--- config.mk ---
export PLATFORM = sky130hd
export DESIGN_NAME = dac_serial_monitor_flat
export DESIGN_NICKNAME = d
export VERILOG_FILES = /design/src/rtl/dac_mon_pkg.sv /design/src/rtl/dac_serial_monitor_if.sv /design/src/rtl/dac_mon_sync_edge.sv /design/src/rtl/dac_serial_monitor.sv /design/src/flat_wrapper.sv
export SDC_FILE = /design/constraint.sdc
export NUM_CORES = 1
export LEC_CHECK = 0
export BUFFER_PORTS_ARGS = -buffer_cell sky130_fd_sc_hd__buf_2
export CELL_PAD_IN_SITES_DETAIL_PLACEMENT = 1
export CELL_PAD_IN_SITES_GLOBAL_PLACEMENT = 1
export CORE_ASPECT_RATIO = 0.5
export CORE_MARGIN = 2
export CORE_UTILIZATION = 40
export CTS_CLUSTER_DIAMETER = 150
export DETAILED_ROUTE_END_ITERATION = 16
export PLACE_DENSITY_LB_ADDON = 0.25
export SYNTH_ARGS = -nofsm -noshare
export SYNTH_HDL_FRONTEND = slang
export SYNTH_SLANG_ARGS = --single-unit
--- constraint.sdc ---
create_clock -name sysClk -period 7.2 [get_ports sysClk]
set_clock_uncertainty 0.15 [all_clocks]
set_input_delay 0.36 -clock sysClk [delete_from_list [all_inputs] [get_ports sysClk]]
set_output_delay 0.36 -clock sysClk [all_outputs]
set_load 0.02 [all_outputs]
--- src/rtl/dac_mon_pkg.sv ---
// Shared definitions for the AD5754 serial-bus monitor.
//   FRAME_BITS_DEF     : default frame length in bits
//   REG_DAC / ADDR_ALL : register-select and address codes that drive the mirror
//   *_BIT / *_MSB/LSB  : field positions inside a 24-bit frame
//   monState_t         : deserializer state encoding
package dac_mon_pkg;

  localparam int FRAME_BITS_DEF = 24;

  localparam logic [2:0] REG_DAC  = 3'b000;
  localparam logic [2:0] ADDR_ALL = 3'b100;

  localparam int RW_BIT   = 23;
  localparam int ZERO_BIT = 22;
  localparam int REG_MSB  = 21;
  localparam int REG_LSB  = 19;
  localparam int ADDR_MSB = 18;
  localparam int ADDR_LSB = 16;

  typedef enum logic [1:0] {
    IDLE  = 2'd0,
    SHIFT = 2'd1,
    DONE  = 2'd2
  } monState_t;

endpackage

--- src/rtl/dac_serial_monitor_if.sv ---
// Taps of the AD5754 serial bus as seen at the DAC pins.
//   master : the side that drives the DAC lines (transmitter or bench)
//   slave  : the monitor, which only observes them
//   monSync / monLoad / monClr are active low; monSclk idles high.
interface dac_serial_monitor_if;
  logic monSync;
  logic monSclk;
  logic monSdin;
  logic monLoad;
  logic monClr;

  modport master (output monSync, output monSclk, output monSdin,
                  output monLoad, output monClr);
  modport slave  (input monSync, input monSclk, input monSdin,
                  input monLoad, input monClr);
endinterface

--- src/rtl/dac_mon_sync_edge.sv ---
// Synchronizer plus edge detector for one monitored line.
//   sysClk, Reset : system clock, synchronous active-high reset
//   din           : asynchronous tap
//   level         : synchronized level (after STAGES flops)
//   rise / fall   : one-cycle pulses on synchronized edges
module dac_mon_sync_edge #(
  parameter int   STAGES    = 2,
  parameter logic RESET_VAL = 1'b1
) (
  input  logic sysClk,
  input  logic Reset,
  input  logic din,
  output logic level,
  output logic rise,
  output logic fall
);

  logic [STAGES-1:0] syncSr;
  logic              prevLvl;
  logic [STAGES:0]   primeSr;

  // The chain comes out of reset at the idle level. If the real line is
  // already away from idle, the first true samples would look like an edge;
  // primeSr masks edges until the chain and prevLvl hold real samples, so
  // a frame already in progress at reset release is never picked up.
  always_ff @(posedge sysClk) begin
    if (Reset) begin
      syncSr  <= {STAGES{RESET_VAL}};
      prevLvl <= RESET_VAL;
      primeSr <= '0;
    end else begin
      syncSr  <= {syncSr[STAGES-2:0], din};
      prevLvl <= syncSr[STAGES-1];
      primeSr <= {primeSr[STAGES-1:0], 1'b1};
    end
  end

  assign level = syncSr[STAGES-1];
  assign rise  = primeSr[STAGES] & ~prevLvl &  level;
  assign fall  = primeSr[STAGES] &  prevLvl & ~level;

endmodule

--- src/rtl/dac_serial_monitor.sv ---
// Receive-side monitor for the AD5754 serial DAC interface. Deserializes
// 24-bit frames (MSB first, sampled on SCLK falling edges), decodes them,
// mirrors the DAC data/output registers and flags framing errors.
//   sysClk, Reset       : system clock, synchronous active-high reset
//   monBus              : observed SYNC/SCLK/SDIN/LDAC/CLR lines
//   frameValid          : one-cycle pulse per good frame
//   frameRw/Reg/Addr/Data : fields of the last good frame
//   chX_dreg / chX_out  : mirrored data and output registers
//   frameCnt / errCnt   : good-frame and framing-error counters (wrapping)
//   errLen              : one-cycle pulse per framing error
//   errZero             : sticky, a frame had its reserved zero bit set
//
// state | meaning
// IDLE  | waiting for SYNC falling edge
// SHIFT | SYNC low, shifting one bit per SCLK falling edge
// DONE  | one cycle: publish fields, update mirror registers
module dac_serial_monitor
  import dac_mon_pkg::*;
#(
  parameter int FRAME_BITS  = FRAME_BITS_DEF,
  parameter int SYNC_STAGES = 2,
  parameter int CNT_W       = 16
) (
  input  logic                 sysClk,
  input  logic                 Reset,
  dac_serial_monitor_if.slave  monBus,
  output logic                 frameValid,
  output logic                 frameRw,
  output logic [2:0]           frameReg,
  output logic [2:0]           frameAddr,
  output logic [15:0]          frameData,
  output logic [15:0]          chA_dreg,
  output logic [15:0]          chB_dreg,
  output logic [15:0]          chC_dreg,
  output logic [15:0]          chD_dreg,
  output logic [15:0]          chA_out,
  output logic [15:0]          chB_out,
  output logic [15:0]          chC_out,
  output logic [15:0]          chD_out,
  output logic [CNT_W-1:0]     frameCnt,
  output logic [CNT_W-1:0]     errCnt,
  output logic                 errLen,
  output logic                 errZero
);

  localparam int BCNT_W = $clog2(FRAME_BITS + 2);
  localparam logic [BCNT_W-1:0] BCNT_FULL = BCNT_W'(FRAME_BITS);
  localparam logic [BCNT_W-1:0] BCNT_SAT  = BCNT_W'(FRAME_BITS + 1);

  logic syncLvl, syncRise, syncFall;
  logic sclkLvl, sclkRise, sclkFall;
  logic sdinLvl, sdinRise, sdinFall;
  logic loadLvl, loadRise, loadFall;
  logic clrLvl,  clrRise,  clrFall;

  dac_mon_sync_edge #(.STAGES(SYNC_STAGES), .RESET_VAL(1'b1)) uSync (
    .sysClk(sysClk), .Reset(Reset), .din(monBus.monSync),
    .level(syncLvl), .rise(syncRise), .fall(syncFall));
  dac_mon_sync_edge #(.STAGES(SYNC_STAGES), .RESET_VAL(1'b1)) uSclk (
    .sysClk(sysClk), .Reset(Reset), .din(monBus.monSclk),
    .level(sclkLvl), .rise(sclkRise), .fall(sclkFall));
  dac_mon_sync_edge #(.STAGES(SYNC_STAGES), .RESET_VAL(1'b0)) uSdin (
    .sysClk(sysClk), .Reset(Reset), .din(monBus.monSdin),
    .level(sdinLvl), .rise(sdinRise), .fall(sdinFall));
  dac_mon_sync_edge #(.STAGES(SYNC_STAGES), .RESET_VAL(1'b1)) uLoad (
    .sysClk(sysClk), .Reset(Reset), .din(monBus.monLoad),
    .level(loadLvl), .rise(loadRise), .fall(loadFall));
  dac_mon_sync_edge #(.STAGES(SYNC_STAGES), .RESET_VAL(1'b1)) uClr (
    .sysClk(sysClk), .Reset(Reset), .din(monBus.monClr),
    .level(clrLvl), .rise(clrRise), .fall(clrFall));

  logic unusedEdges;
  assign unusedEdges = ^{syncLvl, sclkLvl, sclkRise, sdinRise, sdinFall,
                         loadLvl, loadRise, clrRise, clrFall};

  monState_t             state;
  logic [FRAME_BITS-1:0] shiftReg, shiftNext;
  logic [BCNT_W-1:0]     bitCnt, cntNext;
  logic [15:0]           dreg   [4];
  logic [15:0]           outReg [4];

  logic       doneRw;
  logic [2:0] doneReg, doneAddr;
  logic [15:0] doneData;

  assign doneRw   = shiftReg[RW_BIT];
  assign doneReg  = shiftReg[REG_MSB:REG_LSB];
  assign doneAddr = shiftReg[ADDR_MSB:ADDR_LSB];
  assign doneData = shiftReg[15:0];

  // Shift happens before the count is judged, so an SCLK fall landing in
  // the same cycle as the SYNC rise still counts toward the frame.
  always_comb begin
    shiftNext = shiftReg;
    cntNext   = bitCnt;
    if (sclkFall) begin
      shiftNext = {shiftReg[FRAME_BITS-2:0], sdinLvl};
      if (bitCnt != BCNT_SAT) cntNext = bitCnt + 1'b1;
    end
  end

  always_ff @(posedge sysClk) begin
    if (Reset) begin
      state      <= IDLE;
      shiftReg   <= '0;
      bitCnt     <= '0;
      frameValid <= 1'b0;
      frameRw    <= 1'b0;
      frameReg   <= '0;
      frameAddr  <= '0;
      frameData  <= '0;
      frameCnt   <= '0;
      errCnt     <= '0;
      errLen     <= 1'b0;
      errZero    <= 1'b0;
      for (int i = 0; i < 4; i++) begin
        dreg[i]   <= '0;
        outReg[i] <= '0;
      end
    end else begin
      frameValid <= 1'b0;
      errLen     <= 1'b0;

      case (state)
        IDLE: begin
          if (syncFall) begin
            shiftReg <= '0;
            bitCnt   <= '0;
            state    <= SHIFT;
          end
        end
        SHIFT: begin
          shiftReg <= shiftNext;
          bitCnt   <= cntNext;
          if (syncRise) begin
            if (cntNext == BCNT_FULL) begin
              state <= DONE;
            end else if (cntNext == '0) begin
              state <= IDLE;
            end else begin
              errLen <= 1'b1;
              errCnt <= errCnt + 1'b1;
              state  <= IDLE;
            end
          end
        end
        DONE: begin
          frameRw    <= doneRw;
          frameReg   <= doneReg;
          frameAddr  <= doneAddr;
          frameData  <= doneData;
          frameValid <= 1'b1;
          frameCnt   <= frameCnt + 1'b1;
          if (shiftReg[ZERO_BIT]) errZero <= 1'b1;
          if (!doneRw && doneReg == REG_DAC) begin
            if (doneAddr == ADDR_ALL) begin
              for (int i = 0; i < 4; i++) dreg[i] <= doneData;
            end else if (!doneAddr[2]) begin
              dreg[doneAddr[1:0]] <= doneData;
            end
          end
          state <= IDLE;
        end
        default: state <= IDLE;
      endcase

      // Non-blocking reads of dreg give the pre-DONE values when LDAC
      // coincides with a write. CLR held low overrides LDAC.
      if (!clrLvl) begin
        for (int i = 0; i < 4; i++) outReg[i] <= '0;
      end else if (loadFall) begin
        for (int i = 0; i < 4; i++) outReg[i] <= dreg[i];
      end
    end
  end

  assign chA_dreg = dreg[0];
  assign chB_dreg = dreg[1];
  assign chC_dreg = dreg[2];
  assign chD_dreg = dreg[3];
  assign chA_out  = outReg[0];
  assign chB_out  = outReg[1];
  assign chC_out  = outReg[2];
  assign chD_out  = outReg[3];

endmodule

--- src/flat_wrapper.sv ---
// flat-port wrapper written by rule: the top's interface ports become plain ports
module dac_serial_monitor_flat import dac_mon_pkg::*;
#(
  parameter int FRAME_BITS  = FRAME_BITS_DEF,
  parameter int SYNC_STAGES = 2,
  parameter int CNT_W       = 16
)
  (sysClk, Reset, frameValid, frameRw, frameReg, frameAddr, frameData, chA_dreg, chB_dreg, chC_dreg, chD_dreg, chA_out, chB_out, chC_out, chD_out, frameCnt, errCnt, errLen, errZero, monBus_monSync, monBus_monSclk, monBus_monSdin, monBus_monLoad, monBus_monClr);
  dac_serial_monitor_if monBus_i ();
  input  logic sysClk;
  input  logic Reset;
  output logic frameValid;
  output logic frameRw;
  output logic [2:0] frameReg;
  output logic [2:0] frameAddr;
  output logic [15:0] frameData;
  output logic [15:0] chA_dreg;
  output logic [15:0] chB_dreg;
  output logic [15:0] chC_dreg;
  output logic [15:0] chD_dreg;
  output logic [15:0] chA_out;
  output logic [15:0] chB_out;
  output logic [15:0] chC_out;
  output logic [15:0] chD_out;
  output logic [CNT_W-1:0] frameCnt;
  output logic [CNT_W-1:0] errCnt;
  output logic errLen;
  output logic errZero;
  input wire logic [$bits(monBus_i.monSync)-1:0] monBus_monSync;
  input wire logic [$bits(monBus_i.monSclk)-1:0] monBus_monSclk;
  input wire logic [$bits(monBus_i.monSdin)-1:0] monBus_monSdin;
  input wire logic [$bits(monBus_i.monLoad)-1:0] monBus_monLoad;
  input wire logic [$bits(monBus_i.monClr)-1:0] monBus_monClr;
  assign monBus_i.monSync = monBus_monSync;
  assign monBus_i.monSclk = monBus_monSclk;
  assign monBus_i.monSdin = monBus_monSdin;
  assign monBus_i.monLoad = monBus_monLoad;
  assign monBus_i.monClr = monBus_monClr;
  dac_serial_monitor #(.FRAME_BITS(FRAME_BITS), .SYNC_STAGES(SYNC_STAGES), .CNT_W(CNT_W)) u_core (.sysClk(sysClk), .Reset(Reset), .monBus(monBus_i), .frameValid(frameValid), .frameRw(frameRw), .frameReg(frameReg), .frameAddr(frameAddr), .frameData(frameData), .chA_dreg(chA_dreg), .chB_dreg(chB_dreg), .chC_dreg(chC_dreg), .chD_dreg(chD_dreg), .chA_out(chA_out), .chB_out(chB_out), .chC_out(chC_out), .chD_out(chD_out), .frameCnt(frameCnt), .errCnt(errCnt), .errLen(errLen), .errZero(errZero));
endmodule
# Word-level counts from Yosys, hierarchy flattened
# Memory sizes are Yosys's and may differ from the RTL's.
# Cells that the tools add are included.
# W data, S select, Z words.
dict set report totals {
  wordCells 131
  register_bits 111
  ramBits 128
  inputBits 7
  n_memories 2
}
# memory depth word_bits read_ports rd_clocked_by_memory_dff write_ports line
set memory_table {}
lappend memory_table {u_core.dreg 4 16 4 0 4 dac_serial_monitor.sv:79} ;# logic [15:0] dreg [4];
lappend memory_table {u_core.outReg 4 16 4 0 4 dac_serial_monitor.sv:80} ;# logic [15:0] outReg [4];
dict set report op_classes {
  bitwise_logic 28
  reduce_logical 13
  n_mux 51
  n_addsub 3
  eq_ne 8
}
# operator count
set op_table {}
lappend op_table {{$mux W16} 13}
lappend op_table {{$mux W24} 2}
lappend op_table {{$pmux W24 S2} 1}
lappend op_table {{$add A16 B1 Y16 const B} 2}
lappend op_table {{$mux W1} 26}
lappend op_table {{$reduce_or A16 Y1} 1}
lappend op_table {{$mux W5} 3}
lappend op_table {{$or A1 B1 Y1} 12}
lappend op_table {{$pmux W5 S2} 1}
lappend op_table {{$and A1 B1 Y1} 8}
lappend op_table {{$mux W2} 4}
lappend op_table {{$not A1 Y1} 8}
lappend op_table {{$ne A2 B1 Y1 const B} 3}
lappend op_table {{$reduce_and A2 Y1} 3}
lappend op_table {{$add A5 B1 Y5 const B} 1}
lappend op_table {{$eq A5 B5 Y1 const B} 1}
lappend op_table {{$logic_not A5 Y1} 1}
lappend op_table {{$ne A5 B5 Y1 const B} 1}
lappend op_table {{$pmux W2 S2} 1}
lappend op_table {{$reduce_and A4 Y1} 1}
lappend op_table {{$reduce_or A4 Y1} 1}
lappend op_table {{$eq A3 B3 Y1 const B} 1}
lappend op_table {{$logic_not A3 Y1} 1}
lappend op_table {{$reduce_and A3 Y1} 1}
lappend op_table {{6 further kinds} 6}

# Logic depth before layout (Yosys ltp)
# Gate-level depths: netlist of the first run.
dict set report logic_depth {
  depth_word 8
  mapped_depth 10
  depth_no_buf 8
}

# By module
# A second synthesis of the first run with hierarchy kept.
dict set report hier_totals {
  hier_cells 854
  hier_area_um2 9666.8
}
# module area_per_inst_um2 seq_area_each_um2 instances cells_each
set modules_own_cells {}
lappend modules_own_cells {dac_serial_monitor 8803.4 5465.2 1 784}
lappend modules_own_cells {dac_mon_sync_edge 172.7 120.1 5 14}

# Worst setup path after synthesis of the first run
# Ideal clock, no wire load.
dict set report synth_path {
  path_type {reg2reg}
  start {reg u_core.uClr.syncSr[1]}
  end {mem u_core.outReg[0][0], enable pin}
  arrival_time_ns 2.225
  synth_period_minus_slack_ns 2.805
  path_buffers 1
  setup_slack_ns 4.395
  stages_incl_launch_ff 4
  cell_sequence {dfxtp_1 -> clkbuf_1 -> nand3_1 -> o211ai_1}
}
# element line
set synth_lines {}
lappend synth_lines {{from (decl)} dac_mon_sync_edge.sv:18} ;# logic [STAGES-1:0] syncSr;
lappend synth_lines {{from (signal assigned)} dac_mon_sync_edge.sv:28} ;# syncSr <= {STAGES{RESET_VAL}};
lappend synth_lines {{from (signal assigned)} dac_mon_sync_edge.sv:32} ;# syncSr <= {syncSr[STAGES-2:0], din};
lappend synth_lines {{to (decl)} dac_serial_monitor.sv:80}

# Worst setup path in the final report of the first run
dict set report layout_path {
  start {reg u_core.bitCnt[1]}
  end {reg u_core.errCnt[15]}
}
dict set report layout_between {
  elab_chain_len 6
  word_cells_on_any_way 9
  classes_between {add/sub: 1; eq/ne: 2; mux: 2; bitwise: 2; reduce/logical: 2}
}
# element line
set layout_lines {}
lappend layout_lines {{from (decl)} dac_serial_monitor.sv:78} ;# logic [BCNT_W-1:0] bitCnt, cntNext;
lappend layout_lines {{from (signal assigned)} dac_serial_monitor.sv:134} ;# bitCnt <= cntNext;
lappend layout_lines {{$add A5 B1 Y5 or $ne A5 B5 Y1 (tied branches)} dac_serial_monitor.sv:98} ;# if (bitCnt != BCNT_SAT) cntNext = bitCnt + 1'b1;
lappend layout_lines {{$mux W5} dac_serial_monitor.sv:98}
lappend layout_lines {{$mux W5 (*)} dac_serial_monitor.sv:96} ;# if (sclkFall) begin
lappend layout_lines {{$eq A5 B5 Y1 or $logic_not A5 Y1 (tied branches)} {dac_serial_monitor.sv:136, dac_serial_monitor.sv:138}}
lappend layout_lines {{$not A1 Y1 (no source line)} n/a}
lappend layout_lines {{$reduce_and A4 Y1 (no source line) (*)} n/a}
lappend layout_lines {{to (signal assigned)} dac_serial_monitor.sv:142} ;# errCnt <= errCnt + 1'b1;
lappend layout_lines {{to (decl)} dac_serial_monitor.sv:41} ;# output logic [CNT_W-1:0] errCnt,
# Mark *: on every way between the ends. The rest lies on a longest branch, timed or not.
# A chain may end at the register's enable or synchronous reset.

==> flow_summary.ini, run 1 <==
[run_status]
status = finished, final reports clean

[place]
place.gp.congestion = 0.779
dp.cells = 1241
dp_hpwl_mm = 15.8
portBuffers = 192

[setup_path]
cpPeakStageDelay_ns = 0.54
worstPathMaxFanout = 30
path_class = flip-flop to flip-flop
cp_slowest_cell = or4_1
cp-end-kind = flip-flop
cp.required_ns = 7.44
path_cells = inv_1, ha_1, nand4_1, nor2_1, or4_1, a31o_2, nor4_1, mux2_1
start_kind = flip-flop
arrival_ns = 3.16

[pwr]
power_density_nw_per_um2 = 243
cellLeakagePower_nw = 4.53
peakVddDrop_mv = 0.125

[sta]
relSlewSlack_pct = 28.8
setup_viol = 0
setup_tns_ns = 0
period_minus_slack_ns = 2.92
timing.final.crit_share_pct = 40.5
slew_violations = 0
tightest_slew_ns = 1.07
max_clock_freq_mhz = 343
hold_violations = 0
rsz0062_at_grt = false

[clock_network]
cts_tree = built
cts.sinks = 233
path_clk_slew_ns = 0.07
cts-root-buf = clkbuf_16
cts_inserted_buffers = 22
post_cts_resized = 0
worstSkewPairLatency_ns = 0.50
clockBufferDepth = 3
cts.htree.levels = 1

[synthesis]
syn_inst = 795
mappedNetlistArea_um2 = 8970
yosysTopAreaCell = edfxtp_1
netlist-cell-type-count = 44
ys_ff_latch = 233
syn_nets = 806
synth_area_leaders = edfxtp_1 38%, dfxtp_1 27%, and2_1 5.7%, a21oi_1 3.5%, nand2_1 2.8%
yosysTopAreaCellShare_pct = 37.5
yosysSeqAreaShare_pct = 64.5
synth_warnings = 0
avgSynthCellArea_um2 = 11.3

[finish]
fin_cells = 1286
fillers = 2409
antenna_cells = 0
drive_above_1_share_pct = 26.0
area_delta_synth_final_pct = 21.6
nNetsFinal = 981

[die]
start_util_pct = 41.1
die_width_um = 216
ios = 193
rows = 38
core_um2 = 21800
fp.dieH_um = 110
die_area_um2 = 23700

[drt]
drt-initial-drc-count = 381
vias_per_cell = 5.09
drc = 0
first_pass_iters = 5
vias = 6541
ant_nets = 0
wl_mm = 23.3
post_drt_wl_per_cell_um = 18.1

[global_route]
grt_overflow = 0
grt_pass1_vias = 6523
grt_max_degree = 81
grt_use_total_pct = 19.1
grt_pass1_wl_mm = 35.9
antenna_found_initial = 0

[flow_run]
cap_violations = 0

[min_path]
hp-class = primary input to flip-flop
-- layout make-up --
type	instances	area, um^2	area share [%]
clock buffers	34	653	5.99
clock inverters	6	33.8	0.310
inverters	6	22.5	0.207
multi-input cells	502	2960	27.2
flip-flops and latches	233	5790	53.1
well taps	300	375	3.44
repair buffers	205	1070	9.84
-- metrics by stage --
step	cell area (um^2)	utilization [%]	hold slack [ns]	total power [W]	setup slack [ns]
2_1_floorplan	8970	-	0.239	0.00152	4.39
3_3_place_gp	10200	46.6	0.245	0.00156	3.88
3_5_place_dp	10200	46.6	0.245	0.00157	3.76
4_1_cts	10900	50.0	0.161	0.00268	4.27
5_1_grt	10900	50.0	0.183	0.00274	4.09
6_report	10900	50.0	0.181	0.00265	4.28
-- synthesized netlist by cell type --
master,instances
and4_1,1
and3_1,40
nand3_1,11
nor3b_1,17
o21bai_1,1
nand3b_1,3
nor3_1,4
or3_1,6
a21o_1,1
nor2_1,59
xnor2_1,5
or2_2,13
nor4_2,1
nor2b_1,24
and3b_1,1
clkbuf_1,47
edfxtp_1,112
mux2_1,2
nand4_1,10
a22oi_1,24
a211oi_1,3
nor4_1,2
o211ai_1,3
a21oi_1,63
a31o_2,1
o31ai_1,14
buf_1,1
xor2_1,12
inv_1,5
nand4b_1,1
clkinv_1,1
mux2i_1,2
dfxtp_1,121
ha_1,4
buf_4,1
and2_1,82
buf_6,1
o21ai_0,7
or4_1,14
nand2b_1,2
nor4b_1,1
buf_2,4
nand2_1,67
nand4b_4,1
-- cell usage in the layout (no fill, tap or decap), drive strengths merged, types with 12 or more instances in the layout --
cell      n
xor2     12
edfxtp  112
nor2     59
buf     200
o31ai    14
nor2b    24
or2      13
a22oi    24
nor3b    17
clkbuf   34
nand2    67
and3     40
or4      14
dfxtp   121
a21oi    63
and2     82
-- critical path, delay by kind of cell (launching register included) --
family	cells	cell delay [ns]
DFF	1	0.47
buffers and inverters	1	0.08
muxes	1	0.35
and+or+nand+nor	4	1.06
AOI/OAI and AO/OA	1	0.39
adders and majority gates	1	0.31
-- cells by family after synthesis --
family / Yosys count / synth area share [%]
and+or+nand+nor: 360 / 22.2
DFF: 233 / 64.5
AOI/OAI and AO/OA: 117 / 7.86
buffers and inverters: 60 / 2.69
xor gates and xnor gates: 17 / 1.66
muxes: 4 / 0.474
adders and majority gates: 4 / 0.558
-- metal layers --
layer / GRT usage (%) / part of all wire (%) / vias up
li1: - / - / 3148
met2: 33.5 / 49 / 110
met5: 0 / 0 / -
met4: 3.60 / 1.5 / 0
met3: 2.93 / 3.1 / 26
met1: 25.6 / 47 / 3257
-- power breakdown --
group	internal (W)	leakage (nW)	switching, W	total, W
combinational	0.0000280	2.04	0.0000760	0.000104
clock	0.000628	0.344	0.000491	0.00112
sequential	0.00142	2.14	0.0000162	0.00143
-- timing repair --
item                      CTS  global route
buffers inserted            0             0
hold buffers                5             0
hold endpoints to repair    5             0
-- worst paths after layout --
| kind | from | slack [ns] | end | depth (start not counted) |
|---|---|---|---|---|
| setup / recovery | u_core.bitCnt[1]$_SDFFE_PP0P_ | 4.28 | u_core.errCnt[15]$_SDFFE_PP0P_ | 8 |
| hold reg to reg | u_core.uSclk.syncSr[0]$_SDFF_PP1_ | 0.26 | u_core.uSclk.syncSr[1]$_SDFF_PP1_ | 1 |
| setup reg to reg | u_core.bitCnt[1]$_SDFFE_PP0P_ | 4.28 | u_core.errCnt[15]$_SDFFE_PP0P_ | 8 |
| hold / removal | Reset | 0.18 | u_core.shiftReg[10]$_SDFFE_PP0P_ | 2 |
-- flip-flops by register name, indices dropped and copies added, names as in the netlist --
name	cells
u_core.uSync.prevLvl	1
u_core.dreg	64
u_core.state	2
u_core.uLoad.prevLvl	1
u_core.uSdin.syncSr	2
u_core.uLoad.syncSr	2
u_core.uLoad.primeSr	2
u_core.uSync.syncSr	2
u_core.errLen	1
u_core.shiftReg	24
u_core.errCnt	16
u_core.frameValid	1
u_core.errZero	1
u_core.uSync.primeSr	1
u_core.frameRw	1
u_core.bitCnt	5
u_core.uSclk.syncSr	2
u_core.frameData	16
u_core.frameCnt	16
u_core.outReg	64
u_core.frameReg	3
u_core.uSclk.prevLvl	1
u_core.frameAddr	3
u_core.uClr.syncSr	2
Note: power is estimated with default switching activity, not from simulation.
==> run 2, diff against run 1 <==
Settings changed: CORE_UTILIZATION 40 to 38.
Clock period 7.2 ns to 2.5 ns, I/O delays scaled along.
==> run 2 against run 1 <==
The run now ends with setup timing left. Setup slack worse by 4.3 ns. Hold slack better by 0.0084 ns. Register-to-register slack worse by 4.3 ns. Final area is 5.9% higher. Total power grew to 2.9 times the previous value. Core utilization is 0.28 points higher. Clock power grew to 3.0 times the previous value. Routed wire length is 6.8% higher. Final cell count is 3.4% higher. Highest routed layer unchanged.
==> flow_summary.ini, run 2 (same netlist as run 1, synthesis figures left out) <==
[run_status]
status = finished with violations
violations = setup timing

[pwr]
cellLeakagePower_nw = 4.76
seqPwrFrac_pct = 52.7
switching_share_pct = 22.2
peakVddDrop_mv = 0.373
pwr-share-comb_pct = 4.1
intPower_w = 0.00608
power_density_nw_per_um2 = 676
power_w = 0.00781
p_switching_w = 0.00173
clockPowerShare_pct = 43.2

[drt]
ant_nets = 0
post_drt_wl_per_cell_um = 18.7
wl_mm = 24.8
vias = 6782
drt-initial-drc-count = 391
drc = 0
first_pass_iters = 8
vias_per_cell = 5.10

[clock_network]
cts_inserted_buffers = 22
cts_tree = built
path_clk_slew_ns = 0.07
cts.sinks = 233
cts.htree.levels = 1
cts-root-buf = clkbuf_16
worstSkewPairLatency_ns = 0.51
clockBufferDepth = 3

[global_route]
grt_pass1_wl_mm = 38.8
grt_max_degree = 81
grt_overflow = 0
antenna_found_initial = 0
grt_use_total_pct = 19.3
grt_pass1_vias = 6907

[sta]
relSlewSlack_pct = 52.5
tightest_slew_ns = 0.713
slew_violations = 0
timing.final.crit_share_pct = 100
rsz0062_at_grt = true
timing.final.ws_setup_ns = -0.00831
setup_tns_ns = -0.00831
max_clock_freq_mhz = 399
period_minus_slack_ns = 2.51
hold_violations = 0
setup_viol = 1

[finish]
multi_input_area_um2 = 3250
nNetsFinal = 1018
top_regs = u_core.dreg (64), u_core.outReg (64), u_core.shiftReg (24)
area_delta_synth_final_pct = 28.8
final_cell_mix = 191 x buf_2, 117 x dfxtp_1, 112 x edfxtp_1
fillers = 2477
antenna_cells = 0
seq_area_um2 = 5800
fin_area_um2 = 11500
layout_commonest_cell = buf_2
drive_above_1_share_pct = 32.3

[setup_path]
cp.required_ns = 2.71
cp-end-kind = flip-flop
worstPathMaxFanout = 6
path_class = flip-flop to flip-flop
start_kind = flip-flop
arrival_ns = 2.72

[die]
ios = 193
fp.dieH_um = 113
die_width_um = 221
rows = 39
start_util_pct = 39.0
die_area_um2 = 24900
core_um2 = 23000

[place]
dp_hpwl_mm = 16.2
placed_area_um2 = 10400
place.gp.congestion = 0.828
portBuffers = 192
post-place-ws_ns = -0.240

[min_path]
hp-class = primary input to flip-flop

[flow_run]
cap_violations = 0
==> run 2: cell types whose count changed in the layout (fill, tap and decap cells not counted), sizes merged <==
cell,delta
clkbuf,-1
dlygate4sd3,+1
inv,-1
a31o,+3
bufinv,+1
buf,+33
clkinv,+2
clkinvlp,-1
==> run 2: what timing repair did <==
action,4_1_cts,5_1_grt
pin swaps,15,17
setup endpoints to repair,15,15
buffers inserted,1,9
endpoints found under the hold margin,7,0
gates resized for setup,15,36
hold buffers,6,0
gates cloned,2,1
==> run 2: worst max-delay path: stages (launching register included) <==
cell and delay (ns):
dfxtp_4 0.36, inv_4 0.05, ha_4 0.13, nand4b_4 0.14
nor4b_4 0.17, or4_4 0.55, a31o_4 0.32, buf_4 0.17
o31ai_4 0.23, a21oi_2 0.08
==> run 2: cell type report <==
cell class	instances	share of cell area (%)
clock inverters	7	0.607
flip-flops and latches	233	50.2
inverters	6	0.217
multi-input cells	505	28.2
repair buffers	239	11.9
well taps	307	3.33
clock buffers	33	5.64
==> run 2: path summary, 6_finish.rpt <==
path	start	to	slack, ns	cells after the start
setup reg to reg	u_core.bitCnt[1]$_SDFFE_PP0P_	u_core.errCnt[11]$_SDFFE_PP0P_	-0.008	9
setup / recovery	u_core.bitCnt[1]$_SDFFE_PP0P_	u_core.errCnt[11]$_SDFFE_PP0P_	-0.008	9
hold reg to reg	u_core.uSync.syncSr[0]$_SDFF_PP1_	u_core.uSync.syncSr[1]$_SDFF_PP1_	0.27	1
hold / removal	monBus_monClr	u_core.uClr.syncSr[0]$_SDFF_PP1_	0.19	3
==> run 2: power by group through the flow <==
| stage | combinational [W] | clock [W] | sequential, W |
|---|---|---|---|
| final | 0.000321 | 0.00338 | 0.00412 |
| after global placement | 0.000311 | 0 | 0.00420 |
| after global routing | 0.000345 | 0.00360 | 0.00412 |
| after floorplan | 0.0000884 | 0 | 0.00429 |
| after detailed placement | 0.000316 | 0 | 0.00421 |
| after CTS | 0.000325 | 0.00346 | 0.00412 |
==> run 2: per-stage QoR <==
step                      utilization (%)  hold WS, ns  std cells
after floorplan                         -       0.0788        795
after global placement               45.3        0.160       1271
after detailed placement             45.3        0.164       1271
after CTS                            49.1        0.170       1320
after global routing                 50.3        0.188       1330
final                                50.3        0.190       1330
==> run 2: routing by layer <==
metal  wire length [um]  track usage [%]  share of wire (%)
met2              12300             34.2                 50
met3               1060             3.46                4.3
met5                  0                0                  0
met1              11200             24.9                 45
met4                289             4.43                1.2
